`src/rtl/hold_n.sv`:
```
// Two-phase hold sequencer: g for G_CYC cycles, then f for F_CYC cycles,
// one-shot or looped with optional idle gap, abort and completed-period count.
module hold_n #(
    parameter int G_CYC   = 2,
    parameter int F_CYC   = 2,
    parameter int GAP_CYC = 1,
    parameter int CNT_W   = 8,
    parameter int PCNT_W  = 8
) (
    input  logic              clk,
    input  logic              rst,
    input  logic              start,
    input  logic              loop,
    input  logic              abort,
    output logic              g,
    output logic              f,
    output logic              busy,
    output logic              done,
    output logic [PCNT_W-1:0] period_cnt
);

    typedef enum logic [1:0] {
        IDLE = 2'd0,
        G_PH = 2'd1,
        F_PH = 2'd2,
        GAP  = 2'd3
    } state_t;

    localparam logic [CNT_W-1:0] G_LD   = CNT_W'(G_CYC - 1);
    localparam logic [CNT_W-1:0] F_LD   = CNT_W'(F_CYC - 1);
    localparam logic [CNT_W-1:0] GAP_LD = CNT_W'((GAP_CYC > 0) ? GAP_CYC - 1 : 0);

    state_t              state_q;
    logic [CNT_W-1:0]    cnt_q;
    logic                g_q;
    logic                f_q;
    logic                busy_q;
    logic                done_q;
    logic [PCNT_W-1:0]   period_cnt_q;
    logic [PCNT_W-1:0]   period_cnt_d;
    logic                cnt_zero;

    assign period_cnt_d = period_cnt_q + PCNT_W'(1);
    assign cnt_zero     = (cnt_q == '0);

    // Outputs are loaded alongside the state so they always reflect the state being entered.
    always_ff @(posedge clk or posedge rst) begin
        if (rst) begin
            state_q      <= IDLE;
            cnt_q        <= '0;
            g_q          <= 1'b0;
            f_q          <= 1'b0;
            busy_q       <= 1'b0;
            done_q       <= 1'b0;
            period_cnt_q <= '0;
        end else begin
            done_q <= 1'b0;
            if (state_q != IDLE && abort) begin
                state_q <= IDLE;
                cnt_q   <= '0;
                g_q     <= 1'b0;
                f_q     <= 1'b0;
                busy_q  <= 1'b0;
            end else begin
                case (state_q)
                    IDLE: begin
                        if (start && !abort) begin
                            state_q      <= G_PH;
                            cnt_q        <= G_LD;
                            g_q          <= 1'b1;
                            busy_q       <= 1'b1;
                            period_cnt_q <= '0;
                        end
                    end
                    G_PH: begin
                        if (cnt_zero) begin
                            state_q <= F_PH;
                            cnt_q   <= F_LD;
                            g_q     <= 1'b0;
                            f_q     <= 1'b1;
                        end else begin
                            cnt_q <= cnt_q - CNT_W'(1);
                        end
                    end
                    F_PH: begin
                        if (cnt_zero) begin
                            period_cnt_q <= period_cnt_d;
                            f_q          <= 1'b0;
                            if (loop && GAP_CYC > 0) begin
                                state_q <= GAP;
                                cnt_q   <= GAP_LD;
                            end else if (loop) begin
                                state_q <= G_PH;
                                cnt_q   <= G_LD;
                                g_q     <= 1'b1;
                            end else begin
                                state_q <= IDLE;
                                cnt_q   <= '0;
                                busy_q  <= 1'b0;
                                done_q  <= 1'b1;
                            end
                        end else begin
                            cnt_q <= cnt_q - CNT_W'(1);
                        end
                    end
                    GAP: begin
                        if (cnt_zero) begin
                            state_q <= G_PH;
                            cnt_q   <= G_LD;
                            g_q     <= 1'b1;
                        end else begin
                            cnt_q <= cnt_q - CNT_W'(1);
                        end
                    end
                    default: begin
                        state_q <= IDLE;
                        cnt_q   <= '0;
                        g_q     <= 1'b0;
                        f_q     <= 1'b0;
                        busy_q  <= 1'b0;
                    end
                endcase
            end
        end
    end

    assign g          = g_q;
    assign f          = f_q;
    assign busy       = busy_q;
    assign done       = done_q;
    assign period_cnt = period_cnt_q;

    a_no_overlap: assert property (@(posedge clk) disable iff (rst) !(g_q && f_q));

endmodule
```
`config.mk`:
```
export PLATFORM = sky130hd
export DESIGN_NAME = hold_n
export DESIGN_NICKNAME = d
export VERILOG_FILES = /design/src/rtl/hold_n.sv
export SDC_FILE = /design/constraint.sdc
export NUM_CORES = 1
export LEC_CHECK = 0
export BUFFER_PORTS_ARGS = -buffer_cell sky130_fd_sc_hd__clkbuf_2
export CAP_MARGIN = 10
export CORE_MARGIN = 10
export CORE_UTILIZATION = 31
export CTS_BUF_LIST = sky130_fd_sc_hd__clkbuf_8
export DETAILED_ROUTE_END_ITERATION = 10
export HOLD_SLACK_MARGIN = 0.1
export PLACE_DENSITY = 0.51
export SLEW_MARGIN = 20
export SYNTH_ARGS = -nofsm -noshare
export SYNTH_HDL_FRONTEND = slang
export SYNTH_SLANG_ARGS = --single-unit
```
`constraint.sdc`:
```
create_clock -name clk -period 2.1 [get_ports clk]
set_clock_uncertainty 0.05 [all_clocks]
set_input_delay 0.315 -clock clk [delete_from_list [all_inputs] [get_ports clk]]
set_output_delay 0.315 -clock clk [all_outputs]
set_load 0.05 [all_outputs]
```
### After elaboration in Yosys (flattened, before gate mapping)

Cells that the tools add are included.

* input port bits: 5
* output and inout port bits: 12
* logic and storage cells: 66
* register bits: 22

* muxes and demuxes: 30
* reduce and logical (&&, ||, !) cells: 15
* equal/unequal tests: 11
* $add $sub $neg: 2
* bitwise operators: 1

Operator list (count)
* $mux W8: 6
* $pmux W8 S3: 1
* $pmux W8 S2: 1
* $reduce_and A4 Y1: 4
* $ne A3 B3 Y1 const B: 5
* $mux W1: 12
* $mux W2: 6
* $add A8 B1 Y8 const B: 1
* $logic_not A8 Y1: 1
* $pmux W2 S4: 1
* $sub A8 B1 Y8 const B: 1
* $ne A2 B2 Y1 const B: 3
* $reduce_bool A3 Y1: 2
* $eq A2 B2 Y1 const B: 2
* $pmux W1 S2: 2
* $reduce_bool A2 Y1: 2
* $pmux W1 S3: 1
* $reduce_and A3 Y1: 1
* $eq A2 B1 Y1 const B: 1
* $logic_and A1 B1 Y1: 2
* $logic_not A2 Y1: 1
* $reduce_or A2 Y1: 1
* $logic_not A1 Y1: 1
* $not A1 Y1: 1

### Longest topological paths before layout

* word-level depth: 5
* depth in mapped cells: 7
* mapped depth without buffers: 6

### Least setup slack after synthesis

OpenSTA, ideal clock, no wires.

* path type: register to register
* start point: reg state_q[0]
* end point: reg period_cnt_q[7], in the netlist period_cnt[7]
* arrival: 1822 ps
* setup slack: 149 ps
* required time: 1971 ps
* clock period less this slack: 1951 ps
* cell stages (with the launch flop): 8
* path through: dfrtp_1 -> inv_1 -> ha_1 -> mux2i_1 -> or2_2 -> clkbuf_1 -> nor4_1 -> mux2i_1

* word-level cells in the longest chain between the ends: 4
* elaborated cells between the ends (all ways): 10
* classes of those cells: 3 x eq/ne; 1 x mux; 1 x bitwise; 5 x reduce/logical

RTL lines
* start, declared: RTL line 33 `state_t state_q;`
* start signal, assigned: RTL line 49 `state_q <= IDLE;`
* start signal, assigned: RTL line 59 `state_q <= IDLE;`
* start signal, assigned: RTL line 68 `state_q <= G_PH;`
* parallel branches: the longest is 4 deep, another holds $reduce_and A4 Y1
* end signal, assigned: RTL line 87 `period_cnt_q <= period_cnt_d;`
* end, declared: RTL line 39 `logic [PCNT_W-1:0] period_cnt_q;`

Several ways; the timed one is not identified.
A chain may end at the register's enable or synchronous reset.

### Worst setup path after layout

* start point: reg state_q[1]
* end point: reg period_cnt_q[4], in the netlist period_cnt[4]

The elaborated chain is that of the path after synthesis.

==> summary.txt <==
CTS
  – Clock Path Buffers: 2
  – CTS tree: built
  – Htree depth: 1
  – Clk sinks: 22
  – Root Driver: clkbuf_8
  – Worst-Skew Late Latency: 260 ps
  – CTS Buf Count: 3
  – Clk slew on worst S/H paths: 70 ps

Synthesis
  – Post-synth cell types: 40
  – Synth Area in Simple Gates: approximately a quarter
  – Compound-cell area share of the yosys netlist: 16.0%
  – Cells after synthesis: 141
  – Sequential fraction of the synthesis area: 40.5%
  – Largest family of logic cells by synthesized area: simple AND/OR/NAND/NOR gates
  – Mux contribution to synthesized area: 6.08%
  – Synthesized area: 0.00136 mm²
  – Yosys reg bits: 22
  – Async SR Flop Fraction: 100%
  – EDFF count, synth: 0
  – Top FF cell, synth: dfrtp_1
  – Post-synthesis average cell area: 9.64 µm²
  – Synthesized Nets: 153
  – Synth warn: 0
  – Post-Synth XOR/XNOR Area: 3.22%
  – Synth Area in Adders: 6.45%

Timing
  – Slew margin rel.: roughly two thirds
  – Pins over their slew limit: 0
  – Final TNS setup: 0 ps
  – Fin Hold WS: 197 ps
  – Final min period: 1990 ps
  – Final Hold Fails: 0
  – Period utilization: a little over nine tenths
  – Worst slew pin tran: 495 ps
  – Max Clk Rate: 502 MHz
  – Final setup viols: 0

Global route
  – Largest net degree at the start of global routing: 23
  – Grt ovf: 0
  – Vias in the first global route: approximately 1200
  – Total GRT Usage: 9.00%
  – Initial antenna violation count: 0
  – Global-route wire length before repair: 5580 µm

Critical path
  – Worst R2R Path Depth: 6
  – CP max stage cell: or4_1
  – Crit path required time: 2230 ps
  – CP arrival: about 2100 ps
  – CP Capture Type: flop
  – Crit path to: period_cnt[4]
  – CP Max Fanout: 15
  – Cell count along the critical path: 6
  – Setup CP Type: reg2reg
  – Family with the most delay on the worst path: simple AND/OR/NAND/NOR gates
  – R2R Path Start: state_q[1]
  – Setup crit start kind: flop
  – Worst R2R End: period_cnt[4]
  – Worst path cell trace: inv_1 > ha_1 > mux2i_1 > or2_4 > or4_1 > a21oi_2
  – CP startpoint: state_q[1]
  – R2r setup slk: between 100 and 150 ps
  – Max incr delay on CP: between 500 and 600 ps
  – Crit path buffers/inverters: 1

Power and ir drop
  – Clock power share: 11.5%
  – Combinational share of power: 59.3%
  – Sw frac: 45.0%
  – Switch Pwr: 1010 µW
  – Seq pwr share: 29.2%
  – Pwr Density: 1390 mW/mm²
  – Worst IR drop on VDD: about 510 µV
  – P_leak: about 0.00072 µW
  – Internal power: 1240 µW

Die
  – IO Pins: 17
  – FP Rows: 24
  – Die width: 86.2 µm
  – Chip Height: 86.2 µm
  – Full die area: 0.00743 mm²
  – Core Area: 0.00429 mm²
  – Starting Density: 31.6%

Run status
  – Outcome: finished clean

Drt
  – Antenna Nets Post-Route: 0
  – Total length of routed wires: 3260 µm
  – WL/cell: 14.9 µm
  – 1st-iter DRT viols: 78
  – Remaining DRCs: 0
  – 1st-pass router iterations: 4
  – Total number of vias: approximately 1200
  – Via density per instance: 5.36

Layout
  – Area grow syn2layout: 19.3%
  – Fillers: between 400 and 500
  – Nets: approximately 180
  – Share of cells above drive strength 1: 24.0%
  – Fin util: 37.8%
  – Most common cell after layout, fill and taps aside: dfrtp_1
  – ANT cells: 0
  – Most frequent cells in the layout: dfrtp_1 (22), clkbuf_2 (16), nand2_1 (11), buf_4 (11), nor2_1 (9)

Placement
  – Number of port buffers: 16
  – Placer Congestion: 0.808
  – Post-DP HPWL: 2480 µm

Job
  – # Max-Cap Violations: 0

Worst hold path
  – Class of the worst hold path: in2reg
  – Hold path startpoint: loop
-- cell families (layout without fill, tap and decap cells) --
kind of cell / Yosys count / in the layout
and+or+nand+nor: 56 / 56
AOI/OAI and AO/OA: 33 / 33
DFF: 22 / 22
muxes: 8 / 8
buffers and inverters: 10 / 36
xor gates and xnor gates: 5 / 5
adders and majority gates: 7 / 7
-- layout make-up --
| class | count | area, µm² | share of cell area (%) |
|---|---|---|---|
| Timing Repair Buffer | 28 | 173 | 10.6 |
| Inverter | 5 | 18.8 | 1.16 |
| Clock buffer | 3 | 41.3 | 2.55 |
| Sequential cell | 22 | 551 | 34.0 |
| Multi-Input combinational cell | 109 | 773 | 47.7 |
| Tap cell | 52 | 65.1 | 4.01 |
-- worst reg2reg max path, stage by stage (launching register included) --
cell     delay, ps
dfrtp_1        420
inv_1          100
ha_1           210
mux2i_1        140
or2_4          300
or4_1          530
a21oi_2        170
-- cells in the mapped netlist (2+ instances only) --
library cell,n,area [µm²]
and2_1,2,12.5
mux2_1,2,22.5
nor4_1,2,12.5
a211oi_1,2,15.0
o31ai_1,4,30.0
dfrtp_1,22,551
nand4_1,2,12.5
a21oi_1,6,30.0
or3_1,2,12.5
nor3_1,2,10.0
a21boi_0,2,15.0
clkbuf_1,4,15.0
nand2_1,11,41.3
or4_1,4,30.0
inv_1,5,18.8
o211ai_1,2,15.0
nand3_1,7,35.0
nor2_1,9,33.8
o21ai_0,6,30.0
xnor2_1,5,43.8
or4b_1,2,20.0
mux2i_1,6,60.1
nand2b_1,5,31.3
o21ai_1,3,15.0
ha_1,7,87.6
or2_2,3,18.8
-- sequential cells by signal, summed over array words and instances, names as in the netlist --
name,flops
busy,1
cnt_q,8
done,1
f,1
g,1
period_cnt,8
state_q,2
-- metrics by stage --
stage | worst slack [ps] | std cells | total power (µW) | instance area [µm²]
2_1_floorplan | 149 | 141 | 1630 | 1360
3_3_place_gp | 137 | 213 | 1950 | 1550
3_5_place_dp | 40.6 | 213 | 1960 | 1550
4_1_cts | 31.6 | 217 | 2240 | 1600
5_1_grt | -7.71 | 219 | 2440 | 1620
6_report | 108 | 219 | 2250 | 1620
-- power groups by stage --
stage | clock [µW] | combinational (µW) | sequential, µW
after CTS | 272 | 1310 | 657
after global placement | 0 | 1290 | 658
after floorplan | 0 | 834 | 799
after detailed placement | 0 | 1300 | 665
final | 258 | 1330 | 656
after global routing | 285 | 1480 | 676
-- layer usage --
layer	routed length (µm)	track usage [%]	share of wire [%]
met1	1490	10.5	46
met2	1590	15.5	49
met3	157	2.16	4.8
met4	22	3.53	0.68
met5	0	0	0
-- repair_timing --
action                                 CTS  global route
hold buffers                             1             0
setup buffers                            0             2
setup endpoints to repair                0            11
resized for setup                        0             3
endpoints found under the hold margin   22             0
-- how the worst min path moves through the flow --
stage,end,cells past startpoint
after CTS,done,2
after global placement,period_cnt[3],3
after global routing,done,2
final,done,2
after detailed placement,period_cnt[6],3
after floorplan,busy,1
(Power assumes the default switching activity.)
